**src/rtl/peripheral_arbiter_master_ahb3_if.sv**
```systemverilog
// Bus bundle for the AHB-Lite master arbiter: N flattened master ports on one side,
// one slave-side port on the other, plus the one-hot grant vector.
interface peripheral_arbiter_master_ahb3_if #(
   parameter int MASTERS    = 2,
   parameter int HADDR_SIZE = 16,
   parameter int HDATA_SIZE = 32
);
   logic [MASTERS-1:0]            M_HSEL;
   logic [MASTERS*HADDR_SIZE-1:0] M_HADDR;
   logic [MASTERS*HDATA_SIZE-1:0] M_HWDATA;
   logic [MASTERS-1:0]            M_HWRITE;
   logic [MASTERS*3-1:0]          M_HSIZE;
   logic [MASTERS*3-1:0]          M_HBURST;
   logic [MASTERS*4-1:0]          M_HPROT;
   logic [MASTERS*2-1:0]          M_HTRANS;
   logic [MASTERS-1:0]            M_HMASTLOCK;
   logic [HDATA_SIZE-1:0]         M_HRDATA;
   logic [MASTERS-1:0]            M_HREADY;
   logic [MASTERS-1:0]            M_HRESP;

   logic                          S_HSEL;
   logic [HADDR_SIZE-1:0]         S_HADDR;
   logic [HDATA_SIZE-1:0]         S_HWDATA;
   logic                          S_HWRITE;
   logic [2:0]                    S_HSIZE;
   logic [2:0]                    S_HBURST;
   logic [3:0]                    S_HPROT;
   logic [1:0]                    S_HTRANS;
   logic                          S_HMASTLOCK;
   logic [HDATA_SIZE-1:0]         S_HRDATA;
   logic                          S_HREADY;
   logic                          S_HRESP;

   logic [MASTERS-1:0]            GRANT;

   // Arbiter view: consumes the master ports, drives the shared slave port.
   modport master (
      input  M_HSEL, M_HADDR, M_HWDATA, M_HWRITE, M_HSIZE, M_HBURST, M_HPROT,
             M_HTRANS, M_HMASTLOCK,
      output M_HRDATA, M_HREADY, M_HRESP,
      output S_HSEL, S_HADDR, S_HWDATA, S_HWRITE, S_HSIZE, S_HBURST, S_HPROT,
             S_HTRANS, S_HMASTLOCK,
      input  S_HRDATA, S_HREADY, S_HRESP,
      output GRANT
   );

   // Environment view: masters and the slave attached around the arbiter.
   modport slave (
      output M_HSEL, M_HADDR, M_HWDATA, M_HWRITE, M_HSIZE, M_HBURST, M_HPROT,
             M_HTRANS, M_HMASTLOCK,
      input  M_HRDATA, M_HREADY, M_HRESP,
      input  S_HSEL, S_HADDR, S_HWDATA, S_HWRITE, S_HSIZE, S_HBURST, S_HPROT,
             S_HTRANS, S_HMASTLOCK,
      output S_HRDATA, S_HREADY, S_HRESP,
      input  GRANT
   );
endinterface

```
**src/rtl/peripheral_arbiter_master_ahb3.sv**
```systemverilog
// Round-robin AHB-Lite arbiter sharing one slave port between MASTERS masters.
// The grant moves only at an accepted IDLE (or deselect) of an unlocked owner, so bursts stay whole.
module peripheral_arbiter_master_ahb3 #(
   parameter int MASTERS    = 2,
   parameter int HADDR_SIZE = 16,
   parameter int HDATA_SIZE = 32
) (
   input logic HRESETn,
   input logic HCLK,
   peripheral_arbiter_master_ahb3_if.master bus
);
   localparam int IW = (MASTERS > 1) ? $clog2(MASTERS) : 1;
   localparam logic [1:0] HTRANS_IDLE   = 2'b00;
   localparam logic [1:0] HTRANS_NONSEQ = 2'b10;

   typedef logic [IW-1:0] idx_t;

   idx_t               addr_own_q, addr_own_d;
   idx_t               data_own_q, data_own_d;
   idx_t               rr_ptr_q,   rr_ptr_d;
   logic               data_vld_q, data_vld_d;
   logic [MASTERS-1:0] req_s;
   logic               release_s;
   logic               found_s;
   int                 cand_i;
   idx_t               cand_s;

   // Only a fresh NONSEQ counts as a request for the bus.
   always_comb begin
      req_s = '0;
      for (int i = 0; i < MASTERS; i++) begin
         req_s[i] = bus.M_HSEL[i] & (bus.M_HTRANS[i*2 +: 2] == HTRANS_NONSEQ);
      end
   end

   // Owner may hand over only when its IDLE/deselect is accepted and it is not locked.
   always_comb begin
      release_s = bus.S_HREADY
                & ((bus.M_HTRANS[addr_own_q*2 +: 2] == HTRANS_IDLE) | ~bus.M_HSEL[addr_own_q])
                & ~bus.M_HMASTLOCK[addr_own_q];
   end

   // Next-state: data-phase tracking and round-robin search starting after rr_ptr.
   always_comb begin
      addr_own_d = addr_own_q;
      rr_ptr_d   = rr_ptr_q;
      data_own_d = data_own_q;
      data_vld_d = data_vld_q;
      found_s    = 1'b0;
      cand_i     = 0;
      cand_s     = '0;
      if (bus.S_HREADY) begin
         data_own_d = addr_own_q;
         data_vld_d = bus.S_HSEL & bus.S_HTRANS[1];
      end else begin
         data_own_d = data_own_q;
         data_vld_d = data_vld_q;
      end
      if (release_s) begin
         for (int k = 1; k < MASTERS; k++) begin
            cand_i = int'(rr_ptr_q) + k;
            if (cand_i >= MASTERS) begin
               cand_i = cand_i - MASTERS;
            end else begin
               cand_i = cand_i;
            end
            cand_s = idx_t'(cand_i);
            if (!found_s && (cand_s != addr_own_q) && req_s[cand_s]) begin
               found_s    = 1'b1;
               addr_own_d = cand_s;
               rr_ptr_d   = cand_s;
            end else begin
               found_s    = found_s;
            end
         end
      end else begin
         addr_own_d = addr_own_q;
         rr_ptr_d   = rr_ptr_q;
      end
   end

   // Arbitration state; reset drops any in-flight transfer immediately.
   always_ff @(posedge HCLK or negedge HRESETn) begin
      if (!HRESETn) begin
         addr_own_q <= '0;
         data_own_q <= '0;
         rr_ptr_q   <= '0;
         data_vld_q <= 1'b0;
      end else begin
         addr_own_q <= addr_own_d;
         data_own_q <= data_own_d;
         rr_ptr_q   <= rr_ptr_d;
         data_vld_q <= data_vld_d;
      end
   end

   // Address/control follows the address owner; write data follows the data-phase owner.
   always_comb begin
      bus.S_HSEL      = bus.M_HSEL[addr_own_q];
      bus.S_HADDR     = bus.M_HADDR[addr_own_q*HADDR_SIZE +: HADDR_SIZE];
      bus.S_HWRITE    = bus.M_HWRITE[addr_own_q];
      bus.S_HSIZE     = bus.M_HSIZE[addr_own_q*3 +: 3];
      bus.S_HBURST    = bus.M_HBURST[addr_own_q*3 +: 3];
      bus.S_HPROT     = bus.M_HPROT[addr_own_q*4 +: 4];
      bus.S_HTRANS    = bus.M_HTRANS[addr_own_q*2 +: 2];
      bus.S_HMASTLOCK = bus.M_HMASTLOCK[addr_own_q];
      bus.S_HWDATA    = bus.M_HWDATA[data_own_q*HDATA_SIZE +: HDATA_SIZE];
      bus.M_HRDATA    = bus.S_HRDATA;
   end

   // Non-owners that request are stalled; idle non-owners see a zero-wait OKAY.
   always_comb begin
      bus.M_HREADY = '0;
      bus.M_HRESP  = '0;
      bus.GRANT    = '0;
      for (int i = 0; i < MASTERS; i++) begin
         if ((idx_t'(i) == addr_own_q) || (data_vld_q && (idx_t'(i) == data_own_q))) begin
            bus.M_HREADY[i] = bus.S_HREADY;
         end else begin
            bus.M_HREADY[i] = ~req_s[i];
         end
         if (data_vld_q && (idx_t'(i) == data_own_q)) begin
            bus.M_HRESP[i] = bus.S_HRESP;
         end else begin
            bus.M_HRESP[i] = 1'b0;
         end
         bus.GRANT[i] = (idx_t'(i) == addr_own_q);
      end
   end
endmodule
```
**src/flat_wrapper.sv**
```systemverilog
// flat-port wrapper written by rule: the top's interface ports become plain ports
module peripheral_arbiter_master_ahb3_flat 
#(
   parameter int MASTERS    = 2,
   parameter int HADDR_SIZE = 16,
   parameter int HDATA_SIZE = 32
)
  (HRESETn, HCLK, bus_M_HSEL, bus_M_HADDR, bus_M_HWDATA, bus_M_HWRITE, bus_M_HSIZE, bus_M_HBURST, bus_M_HPROT, bus_M_HTRANS, bus_M_HMASTLOCK, bus_M_HRDATA, bus_M_HREADY, bus_M_HRESP, bus_S_HSEL, bus_S_HADDR, bus_S_HWDATA, bus_S_HWRITE, bus_S_HSIZE, bus_S_HBURST, bus_S_HPROT, bus_S_HTRANS, bus_S_HMASTLOCK, bus_S_HRDATA, bus_S_HREADY, bus_S_HRESP, bus_GRANT);
  peripheral_arbiter_master_ahb3_if #(.MASTERS(MASTERS), .HADDR_SIZE(HADDR_SIZE), .HDATA_SIZE(HDATA_SIZE)) bus_i ();
  input logic HRESETn;
  input logic HCLK;
  input wire logic [$bits(bus_i.M_HSEL)-1:0] bus_M_HSEL;
  input wire logic [$bits(bus_i.M_HADDR)-1:0] bus_M_HADDR;
  input wire logic [$bits(bus_i.M_HWDATA)-1:0] bus_M_HWDATA;
  input wire logic [$bits(bus_i.M_HWRITE)-1:0] bus_M_HWRITE;
  input wire logic [$bits(bus_i.M_HSIZE)-1:0] bus_M_HSIZE;
  input wire logic [$bits(bus_i.M_HBURST)-1:0] bus_M_HBURST;
  input wire logic [$bits(bus_i.M_HPROT)-1:0] bus_M_HPROT;
  input wire logic [$bits(bus_i.M_HTRANS)-1:0] bus_M_HTRANS;
  input wire logic [$bits(bus_i.M_HMASTLOCK)-1:0] bus_M_HMASTLOCK;
  output wire logic [$bits(bus_i.M_HRDATA)-1:0] bus_M_HRDATA;
  output wire logic [$bits(bus_i.M_HREADY)-1:0] bus_M_HREADY;
  output wire logic [$bits(bus_i.M_HRESP)-1:0] bus_M_HRESP;
  output wire logic [$bits(bus_i.S_HSEL)-1:0] bus_S_HSEL;
  output wire logic [$bits(bus_i.S_HADDR)-1:0] bus_S_HADDR;
  output wire logic [$bits(bus_i.S_HWDATA)-1:0] bus_S_HWDATA;
  output wire logic [$bits(bus_i.S_HWRITE)-1:0] bus_S_HWRITE;
  output wire logic [$bits(bus_i.S_HSIZE)-1:0] bus_S_HSIZE;
  output wire logic [$bits(bus_i.S_HBURST)-1:0] bus_S_HBURST;
  output wire logic [$bits(bus_i.S_HPROT)-1:0] bus_S_HPROT;
  output wire logic [$bits(bus_i.S_HTRANS)-1:0] bus_S_HTRANS;
  output wire logic [$bits(bus_i.S_HMASTLOCK)-1:0] bus_S_HMASTLOCK;
  input wire logic [$bits(bus_i.S_HRDATA)-1:0] bus_S_HRDATA;
  input wire logic [$bits(bus_i.S_HREADY)-1:0] bus_S_HREADY;
  input wire logic [$bits(bus_i.S_HRESP)-1:0] bus_S_HRESP;
  output wire logic [$bits(bus_i.GRANT)-1:0] bus_GRANT;
  assign bus_i.M_HSEL = bus_M_HSEL;
  assign bus_i.M_HADDR = bus_M_HADDR;
  assign bus_i.M_HWDATA = bus_M_HWDATA;
  assign bus_i.M_HWRITE = bus_M_HWRITE;
  assign bus_i.M_HSIZE = bus_M_HSIZE;
  assign bus_i.M_HBURST = bus_M_HBURST;
  assign bus_i.M_HPROT = bus_M_HPROT;
  assign bus_i.M_HTRANS = bus_M_HTRANS;
  assign bus_i.M_HMASTLOCK = bus_M_HMASTLOCK;
  assign bus_M_HRDATA = bus_i.M_HRDATA;
  assign bus_M_HREADY = bus_i.M_HREADY;
  assign bus_M_HRESP = bus_i.M_HRESP;
  assign bus_S_HSEL = bus_i.S_HSEL;
  assign bus_S_HADDR = bus_i.S_HADDR;
  assign bus_S_HWDATA = bus_i.S_HWDATA;
  assign bus_S_HWRITE = bus_i.S_HWRITE;
  assign bus_S_HSIZE = bus_i.S_HSIZE;
  assign bus_S_HBURST = bus_i.S_HBURST;
  assign bus_S_HPROT = bus_i.S_HPROT;
  assign bus_S_HTRANS = bus_i.S_HTRANS;
  assign bus_S_HMASTLOCK = bus_i.S_HMASTLOCK;
  assign bus_i.S_HRDATA = bus_S_HRDATA;
  assign bus_i.S_HREADY = bus_S_HREADY;
  assign bus_i.S_HRESP = bus_S_HRESP;
  assign bus_GRANT = bus_i.GRANT;
  peripheral_arbiter_master_ahb3 #(.MASTERS(MASTERS), .HADDR_SIZE(HADDR_SIZE), .HDATA_SIZE(HDATA_SIZE)) u_core (.HRESETn(HRESETn), .HCLK(HCLK), .bus(bus_i));
endmodule
```
**config.mk**
```make
export PLATFORM = sky130hd
export DESIGN_NAME = peripheral_arbiter_master_ahb3_flat
export DESIGN_NICKNAME = d
export VERILOG_FILES = /design/src/rtl/peripheral_arbiter_master_ahb3_if.sv /design/src/rtl/peripheral_arbiter_master_ahb3.sv /design/src/flat_wrapper.sv
export SDC_FILE = /design/constraint.sdc
export NUM_CORES = 1
export LEC_CHECK = 0
export BUFFER_PORTS_ARGS = -buffer_cell sky130_fd_sc_hd__buf_2
export CORE_AREA = 2 2 103 105
export CTS_CLUSTER_SIZE = 28
export DETAILED_ROUTE_END_ITERATION = 12
export DIE_AREA = 0 0 105 107
export GPL_TIMING_DRIVEN = 0
export HOLD_SLACK_MARGIN = 0.12
export PLACE_DENSITY = 0.44
export SKIP_CTS_REPAIR_TIMING = 1
export SLEW_MARGIN = 20
export SYNTH_ARGS = -nofsm -noshare
export SYNTH_HDL_FRONTEND = slang
export SYNTH_SLANG_ARGS = --single-unit
```
**constraint.sdc**
```tcl
create_clock -name HCLK -period 1.48 [get_ports HCLK]
set_input_delay 0.222 -clock HCLK [delete_from_list [all_inputs] [get_ports HCLK]]
set_output_delay 0.222 -clock HCLK [all_outputs]
set_load 0.01 [all_outputs]
```
# [After elaboration in Yosys (flattened, before gate mapping)]
# Cells that the tools add are included.
[totals] reg_bits=3 in_bits=162 out_inout_bits=101 wordCells=51
[op_classes] n_addsub=2 mul=1 order_cmp=3 n_eq_ne=3 n_shift=6 n_mux=14 bitwise=12 n_reduce_logical=7
[op_table] operator="$shiftx A64 B7 Y32" count=1
[op_table] operator="$shiftx A32 B6 Y16" count=1
[op_table] operator="$mux W1" count=14
[op_table] operator="$shiftx A6 B4 Y3" count=2
[op_table] operator="$shiftx A8 B4 Y4" count=1
[op_table] operator="$not A1 Y1" count=6
[op_table] operator="$and A1 B1 Y1" count=5
[op_table] operator="$eq A2 B2 Y1 const B" count=2
[op_table] operator="$lt A1 B2 Y1 const B" count=2
[op_table] operator="$shiftx A4 B3 Y2" count=1
[op_table] operator="$logic_and A1 B1 Y1" count=3
[op_table] operator="$mul A1 B2 Y3 const B" count=1
[op_table] operator="$add A1 B1 Y2 const B" count=1
[op_table] operator="$ge A2 B2 Y1 const B" count=1
[op_table] operator="$logic_not A2 Y1" count=1
[op_table] operator="$logic_or A1 B1 Y1" count=2
[op_table] operator="$reduce_and A2 Y1" count=1
[op_table] operator="$ne A1 B1 Y1" count=1
[op_table] operator="$or A1 B1 Y1" count=1
[op_table] operator="$sub A1 B1 Y1 const B" count=1

# [Longest topological paths before layout]
# Gate-level depths: netlist of run 1.
[logic_depth] word_depth=11 depth_mapped=5 mapped_depth_nobuf=3

# [Worst setup path before layout of run 1]
# Ideal clock, no wire load.
[synth_path] path_kind="reg2out" start="register, netlist name u_core.rr_ptr_q" end="output port bus_S_HADDR[0]" arrival_time_ns=0.997 t_required_ns=1.258 setup_slack_ns=0.261 stages_incl_launch_ff=4 path_buffers=2 path_cell_list="dfrtp_1 buf_6 buf_6 mux2_4"
[synth_lines] item="to (decl)" line="flat_wrapper.sv:25" text="output wire logic [$bits(bus_i.S_HADDR)-1:0] bus_S_HADDR;"

==> results of run 1 <==
[path summary, 6_finish.rpt]
| check | from | endpoint | cells past startpoint | slack (ns) |
|---|---|---|---|---|
| worst max-delay path | u_core.rr_ptr_q$_DFFE_PN0P_ | bus_S_HBURST[0] | 4 | -0.13 |
| worst min-delay path | bus_S_HREADY | u_core.data_vld_q$_DFFE_PN0P_ | 2 | 0.28 |
| worst max register to register | u_core.rr_ptr_q$_DFFE_PN0P_ | u_core.data_vld_q$_DFFE_PN0P_ | 4 | 0.32 |
| worst min register to register | u_core.data_vld_q$_DFFE_PN0P_ | u_core.data_vld_q$_DFFE_PN0P_ | 2 | 0.63 |
| max in group asynchronous | HRESETn | u_core.rr_ptr_q$_DFFE_PN0P_ | 2 | 0.96 |
| min in group asynchronous | HRESETn | u_core.data_vld_q$_DFFE_PN0P_ | 2 | 0.40 |
[synth_stat cells]
cell type	count	area (µm²)
a31oi_1	1	6.260
nand3_1	1	5.000
nand3b_1	2	15.01
buf_6	8	90.09
mux2_2	37	416.7
and2_1	1	6.260
mux2_1	3	33.78
o21ai_1	2	10.01
o41ai_2	1	16.27
inv_2	1	3.750
mux2_4	24	360.4
nand2_1	3	11.26
inv_1	3	11.26
and3_1	1	6.260
nor2_1	1	3.750
a21oi_1	2	10.01
buf_4	33	247.7
dfrtp_1	3	75.07
o21ai_0	3	15.01
[power groups by stage]
| stage | Combinational (mW) | Clock (mW) | Sequential, mW |
|---|---|---|---|
| after floorplan | 0.328 | 0 | 0.0893 |
| after global placement | 0.659 | 0 | 0.0916 |
| after detailed placement | 0.665 | 0 | 0.0917 |
| after CTS | 0.667 | 0.243 | 0.0908 |
| after global routing | 0.887 | 0.256 | 0.0927 |
| final | 0.828 | 0.238 | 0.0920 |
[cell type report]
class / instances / area share (%)
repair buffers: 237 / 47.26
inverters: 4 / 0.4603
clock buffers: 4 / 1.381
multi-input cells: 82 / 31.42
plain buffers: 41 / 11.89
well taps: 136 / 5.217
flip-flops and latches: 3 / 2.378
[worst register-to-register path, delay by kind of cell, from the launching register on]
kind	cells	cell delay, ns
buf+inv	1	0.16
mux	1	0.31
compound gates	1	0.06
flops	1	0.43
simple gates	1	0.09
[per-stage QoR]
| stage | power [mW] | util, % | TNS, ns |
|---|---|---|---|
| final | 1.157 | 32.32 | -4.666 |
| after global routing | 1.236 | 32.32 | -6.801 |
| after CTS | 1.001 | 26.85 | -8.754 |
| after detailed placement | 0.7563 | 26.41 | -0.1119 |
| after global placement | 0.7502 | 26.41 | -0.05013 |
| after floorplan | 0.4178 | - | 0 |
[kinds of logic (layout without fill, tap and decap cells)]
kind of cell | count (synthesis) | after routing | synth area share, %
AOI/OAI and AO/OA | 9 | 9 | 4.283
buffers and inverters | 45 | 286 | 26.26
DFF | 3 | 3 | 5.586
muxes | 64 | 64 | 60.34
and+or+nand+nor | 9 | 9 | 3.538
[flip-flops by register name, indices dropped and copies added, names as in the netlist]
register           flops
u_core.data_vld_q      1
u_core.data_own_q      1
u_core.rr_ptr_q        1
[metal layers]
metal / GRT usage [%] / up-vias
li1: - / 910
met1: 9.529 / 826
met2: 16.93 / 131
met3: 1.763 / 2
met4: 2.952 / 0
met5: 0 / -
==> results.md, run 1 <==
- CP required: 1.26 ns
- Initial antenna violation count: 0
- Placement Setup Slack: -0.01387 ns
- Cell Count, Final, Fillers Out: between 500 and 600
- CP peak stage delay: ~0.43 ns
- Fin crit period: ~1.6 ns
- IO Count: 263
- Share of the clock period used by the worst path: 108.5%
- Starting DRT DRC Count: 25
- Hold/Removal Path Class: in2reg
- Post-synthesis sequential area ratio: under 10%
- Worst EP arrival: roughly 1.4 ns
- Post-DP HPWL: a little over 5000 µm
- H-Tree Level Count: 1
- Layout cells sized above 1: 94.61%
- Vias in the first global route: about 1.8k
- Delay-heaviest family, CP: buffers and inverters
- Crit end category: primary output
- Total grt overflow: 0
- Synthesis-stage register bit count: 3
- M1 WL: 2143 µm
- Die height: 107 µm
- Lkg Pwr: between 1.5 and 2 nW
- Multi-input gate area: between 1000 and 1500 µm²
- Status: complete, but fails checks
- Sw Share: between 30% and 40%
- Metal2 WL: approximately 3300 µm
- Commonest non-fill, non-tap cell in the layout: buf_2
- Cell count after synthesis: 130
- Core region area: 10090 µm²
- Sequential share of power: just under 8%
- Pint: a little over 0.8 mW
- WS Path Type: reg2out
- Warnings, synthesis: 0
- Failing checks: negative setup slack
- Yosys cell types: 19
- Critical path's slowest cell: dfrtp_2
- Placed standard-cell area: 2665 µm²
- CTS clk-pin slew, worst paths: around 0.030 ns
- Sw power: 0.3518 mW
- Post-Route WL: 6125 µm
- Die area: roughly 11000 µm²
- WL/cell: around 12 µm
- RSZ-0062 raised after global routing: yes
- Dpl cells: just under 500
- # rows: 37
- Design area: about 3300 µm²
- Worst setup margin: -0.1258 ns
- Least-Margin Pin Slew: about 0.23 ns
- Starting density of the core: about an eighth
- Syn_nets: 292
- Clock Latency Late Sink: 0.21 ns
- DRC viols: 0
- CP bufs+invs: 3
- CTS sink count: 3
- CTS Buffer Depth: 2
- Met3 routed WL: approximately 600 µm
- Clock buffers created by TritonCTS: 3
- Worst-path fanout max: 10
- Pwr Density: approximately 350 nW/µm²
- Syn Area/Cell: between 10 and 15 µm²
- Final setup viols: 58
- Clock Power Share: 20.5%
- IO Port Bufs: 230
- Synthesized area: between 1000 and 1500 µm²
- Max cap viols: 0
- First-pass GRT wire length: 8169 µm
- Post-DRT Antenna Nets: 0
- Critical-path cell list: buf_12 -> buf_8 -> mux2_4 -> buf_2
- Final Hold Vio Count: 0
- Highest metal used: met4
- Min Hold Slack: approximately 0.28 ns
- Number of max-slew violations in the final report: 0
- Layout area overhead: 142.7%
- Largest net degree at the start of global routing: 11
- GRT Util Overall: under 10%
- Routed via count: 1869
- Most frequent cells in the layout: buf_2 (182), mux2_4 (50), buf_6 (48)
- Die X: 105 µm
- NumNets Final: approximately 530
- Clock skew: about 0.0013 ns
- Storage cell area: around 78 µm²
- CTS Root Cell: clkbuf_8
- First-pass DRT Iterations: 4
- # diodes: 0
- Vias per cell: 3.686
- CTS tree: built
- Critical path startpoint category: flop
- Fmax achieved: 622.8 MHz
- Combinational Power Share: 71.5%
- Maximum VDD drop: approximately 0.00018 V
- Fillers: roughly 1.1k
- GP Congestion: between 0.7 and 0.8
- Relative slew slack: a little over four fifths
Note: power is estimated with default switching activity, not from simulation.
==> run 2, diff against run 1 <==
- CORE_AREA: 2 2 103 105 -> 2 2 101 103
- CTS_BUF_LIST: default -> sky130_fd_sc_hd__clkbuf_8
- DIE_AREA: 0 0 105 107 -> 0 0 103 105
- PLACE_DENSITY: 0.44 -> 0.47
- clock period: 1.48 -> 1.47 ns (I/O delays scaled with it)
==> results.md, run 2 (same netlist as run 1, synthesis figures left out) <==
- Most frequent cells in the layout: buf_2 (174), mux2_4 (56), buf_6 (56)
- Lkg Pwr: about 1.9 nW
- Storage cell area: 76.32 µm²
- First-pass DRT Iterations: 4
- CTS Buffer Depth: 2
- Hold Path End: u_core.data_vld_q$_DFFE_PN0P_
- DRC viols: 0
- Vias per cell: 3.768
- RSZ-0062 raised after global routing: yes
- GRT Util Overall: approximately 8.4%
- Clock Power Share: around a fifth
- Core region area: 9639 µm²
- Clock buffers created by TritonCTS: 3
- Dpl cells: roughly 500
- Worst setup margin: -0.1342 ns
- Least-Margin Pin Slew: around 0.22 ns
- Die area: roughly 11000 µm²
- Commonest non-fill, non-tap cell in the layout: buf_2
- Cell Count, Final, Fillers Out: about 510
- R2r endpoint: u_core.data_vld_q$_DFFE_PN0P_
- Post-DP HPWL: 5100 µm
- First-pass GRT wire length: 7403 µm
- CTS clk-pin slew, worst paths: about 0.030 ns
- Final setup viols: 63
- Pint: ~0.83 mW
- WL/cell: between 10 and 15 µm
- Initial antenna violation count: 0
- Vias in the first global route: around 1.7k
- Worst-path fanout max: 8
- WS Path Type: reg2out
- CTS Root Cell: clkbuf_8
- Failing checks: negative setup slack
- Power Total: approximately 1.2 mW
- H-Tree Level Count: 1
- Clock Latency Late Sink: approximately 0.21 ns
- Setup_tns: -5.764 ns
- Die X: 103 µm
- Clock skew: between 0.0015 and 0.002 ns
- Reg2reg path depth: 5
- Starting DRT DRC Count: 38
- Post-Route WL: ~6300 µm
- Fin crit period: around 1.6 ns
- Status: complete, but fails checks
- Fmax achieved: ~620 MHz
- Max cap viols: 0
- Fillers: 974
- Worst EP arrival: 1.38 ns
- Placement Setup Slack: -0.01871 ns
- Critical R2R Launch: u_core.rr_ptr_q$_DFFE_PN0P_
- Hold/Removal Path Class: in2reg
- Largest regs: u_core.data_own_q: 1 flops, u_core.data_vld_q: 1 flops, u_core.rr_ptr_q: 1 flops
- Starting density of the core: between 10 and 15%
- GP Congestion: between 0.7 and 0.8
- CP startpoint: u_core.rr_ptr_q$_DFFE_PN0P_
- Hold_sp: bus_S_HREADY
- Layout cells sized above 1: a little over nine tenths
- Pwr Density: approximately 350 nW/µm²
- Largest net degree at the start of global routing: 11
- Multi-input gate area: around 1100 µm²
- Sw Share: 30.28%
- Critical path startpoint category: flop
- Sequential share of power: around 7.7%
- CTS tree: built
- Hold path depth: 2
- IO Port Bufs: 230
- CTS sink count: 3
- Combinational Power Share: about three quarters
- Flop2flop setup slack: 0.16 ns
- Number of max-slew violations in the final report: 0
- Final Hold Vio Count: 0
- Relative slew slack: between 80% and 90%
- # diodes: 0
- CP required: about 1.3 ns
- Maximum VDD drop: between 0.00015 and 0.0002 V
- Share of the clock period used by the worst path: 109.1%
- # rows: 36
- Sw power: 0.3623 mW
- Post-DRT Antenna Nets: 0
- IO Count: 263
- Min Hold Slack: 0.2877 ns
- Layout area overhead: 155.7%
- Crit end category: primary output
- Total grt overflow: 0
- Routed via count: around 1.9k
- Die height: 105 µm
- NumNets Final: roughly 540
[run 2: cell count changes in the layout (fill, tap and decap cells not counted), moves of 2 or more]
cell       delta
buf_12        +2
buf_2         -8
nand2_1       -2
nand2_2       +2
buf_6         +8
mux2_4        +6
mux2_2        -6
clkbuf_16     +2
[run 2: cell type report]
cell class | count | area share, %
Sequential cell | 3 | 2.221
Multi-Input combinational cell | 82 | 30.95
Clock inverter | 1 | 0.1092
Tap cell | 133 | 4.843
Buffer | 41 | 11.43
Clock buffer | 3 | 1.202
Timing Repair Buffer | 241 | 48.80
Inverter | 4 | 0.4370
[run 2: how the worst max path moves through the flow]
stage	cells after the start	slack (ns)	to
2_1_floorplan	3	0.25	bus_S_HADDR[0]
4_1_cts	5	-0.26	bus_M_HREADY[1]
5_1_grt	4	-0.18	bus_S_HADDR[0]
3_3_place_gp	4	-0.01	bus_S_HADDR[7]
3_5_place_dp	5	-0.02	bus_M_HREADY[1]
6_report	4	-0.13	bus_S_HADDR[6]
[run 2: stage by stage]
stage | area (µm²) | util [%]
floorplan | 1344 | -
global placement | 2661 | 27.61
detailed placement | 2661 | 27.61
CTS | 2706 | 28.08
global route | 3436 | 35.64
finish | 3436 | 35.64
[run 2: power by group through the flow]
stage | clock [mW] | sequential, mW | combinational (mW)
finish | 0.227 | 0.0924 | 0.877
global route | 0.243 | 0.0929 | 0.934
CTS | 0.233 | 0.0907 | 0.673
detailed placement | 0 | 0.0917 | 0.670
global placement | 0 | 0.0913 | 0.664
floorplan | 0 | 0.0900 | 0.331
[run 2: routing by layer]
layer  GRT usage (%)  part of all wire, %  vias up  routed length (µm)
li1                -                    -      920                   -
met1           9.887                   36      843                2269
met2           15.91                   53      145                3354
met3          0.7358                   11        6                 676
met4           1.880                 0.76        0                  48
met5               0                    0        -                   0
[run 2: worst max-delay path: stages, from the launching register on]
cell and delay (ns):
dfrtp_1 0.42, buf_12 0.18, clkbuf_16 0.16, mux2_4 0.30, buf_6 0.12
==> run 3, diff against run 2 <==
- PLACE_DENSITY: 0.47 -> 0.56
==> results.md, run 3 (same netlist as run 1, synthesis figures left out) <==
- Status: complete, but fails checks
- Failing checks: negative setup slack
- Critical-path cell list: buf_6 -> buf_12 -> mux2_4 -> buf_2
- Relative slew slack: a little over four fifths
- Post-Route WL: ~6500 µm
- Post-DP HPWL: around 5400 µm
- First-pass GRT wire length: 7859 µm
- Layout cells sized above 1: 93.03%
- Hold/Removal Path Class: in2reg
- Post-DRT Antenna Nets: 0
- Initial antenna violation count: 0
- Fmax achieved: approximately 630 MHz
- Final Hold Vio Count: 0
- CTS tree: built
- Met3 routed WL: about 570 µm
- Largest regs: u_core.data_own_q: 1 flops, u_core.data_vld_q: 1 flops, u_core.rr_ptr_q: 1 flops
- Min Hold Slack: ~0.27 ns
- Critical path's slowest cell: dfrtp_1
- H-Tree Level Count: 1
- Power Total: 1.155 mW
- Placement Setup Slack: -0.01877 ns
- Pwr Density: 358.0 nW/µm²
- Total grt overflow: 0
- Critical path startpoint category: flop
- IO Port Bufs: 230
- WS Path Type: reg2out
- Die area: approximately 11000 µm²
- Layout area overhead: 140.0%
- Hold Path End: u_core.data_vld_q$_DFFE_PN0P_
- DRC viols: 0
- Starting DRT DRC Count: 28
- Commonest non-fill, non-tap cell in the layout: buf_2
- Crit end category: primary output
- # rows: 36
- CTS sink count: 3
- Worst setup margin: -0.1149 ns
- Hold_sp: bus_S_HREADY
- Metal2 WL: between 3000 and 4000 µm
- Number of max-slew violations in the final report: 0
- Lkg Pwr: 1.776 nW
- R2r endpoint: u_core.data_vld_q$_DFFE_PN0P_
- Share of the clock period used by the worst path: 107.8%
- Most frequent cells in the layout: buf_2 (187), mux2_4 (48), buf_6 (47)
- Highest metal used: met4
- IO Count: roughly 260
- Worst EP arrival: about 1.4 ns
- First-pass DRT Iterations: 4
- Final setup viols: slightly above 60
- CTS Root Cell: clkbuf_8
- CTS Buffer Depth: 2
- Routed via count: 1902
- CP peak stage delay: 0.37 ns
- WL/cell: 12.87 µm
- GP Congestion: just over 0.7
- Largest net degree at the start of global routing: 11
- Worst-path fanout max: 10
- Flop2flop setup slack: 0.09 ns
- NumNets Final: 536
- Maximum VDD drop: 0.0002110 V
- Fin util: ~33%
- Die X: just over 100 µm
- Max cap viols: 0
- Hold path depth: 2
- Fin crit period: approximately 1.6 ns
- Vias in the first global route: 1688
- Core region area: 9639 µm²
- Clock Latency Late Sink: 0.22 ns
- Clock buffers created by TritonCTS: 3
- CTS clk-pin slew, worst paths: approximately 0.03 ns
- Clock skew: about 0.0014 ns
- Die height: around 110 µm
- Reg2reg path depth: 6
- # diodes: 0
- CP required: around 1.3 ns
- GRT Util Overall: 9.205%
- Least-Margin Pin Slew: ~0.24 ns
- Starting density of the core: approximately 14%
- Vias per cell: 3.759
- Critical R2R Launch: u_core.rr_ptr_q$_DFFE_PN0P_
- M1 WL: around 2400 µm
- RSZ-0062 raised after global routing: yes
- CP startpoint: u_core.rr_ptr_q$_DFFE_PN0P_
[run 3: cell type report]
| cell class | instances | area, µm² |
|---|---|---|
| buffer | 41 | 380.4 |
| clock buffer | 3 | 41.29 |
| clock inverter | 1 | 3.754 |
| fill | 1018 | 6414 |
| inverter | 4 | 15.01 |
| multi-input combinational | 82 | 1010 |
| sequential | 3 | 76.32 |
| tap | 133 | 166.4 |
| timing repair buffer | 239 | 1533 |
[run 3: how the worst max path moves through the flow]
stage	to	slack [ns]	depth (start not counted)
2_1_floorplan	bus_S_HADDR[0]	0.25	3
3_3_place_gp	bus_S_HPROT[2]	-0.03	4
3_5_place_dp	bus_S_HADDR[12]	-0.02	4
4_1_cts	bus_S_HADDR[12]	-0.25	4
5_1_grt	bus_S_HADDR[1]	-0.16	4
6_report	bus_S_HPROT[2]	-0.11	4
[run 3: per-layer routing]
layer,vias to the layer above,GRT usage [%]
met1,839,9.445
met3,4,1.137
met5,-,0
met2,142,18.92
met4,0,1.974
li1,917,-
[run 3: metrics by stage]
| step | instances | setup TNS, ns | cell area [µm²] |
|---|---|---|---|
| after global placement | 493 | -0.4194 | 2661 |
| after CTS | 497 | -9.354 | 2706 |
| after floorplan | 130 | 0 | 1344 |
| final | 506 | -4.920 | 3226 |
| after global routing | 506 | -7.410 | 3226 |
| after detailed placement | 493 | -0.1214 | 2661 |
[run 3: critical path: cells and delay by family (launching register included)]
family / cells / cell delay (ns)
buf+inv: 3 / 0.47
flops: 1 / 0.37
mux: 1 / 0.29
[run 3: report_power, final]
group	total, mW	internal [mW]	leakage [nW]	switching [mW]
logic	0.828	0.528	1.71	0.300
clock network	0.235	0.178	0.0269	0.0575
registers	0.0915	0.0872	0.0394	0.00432
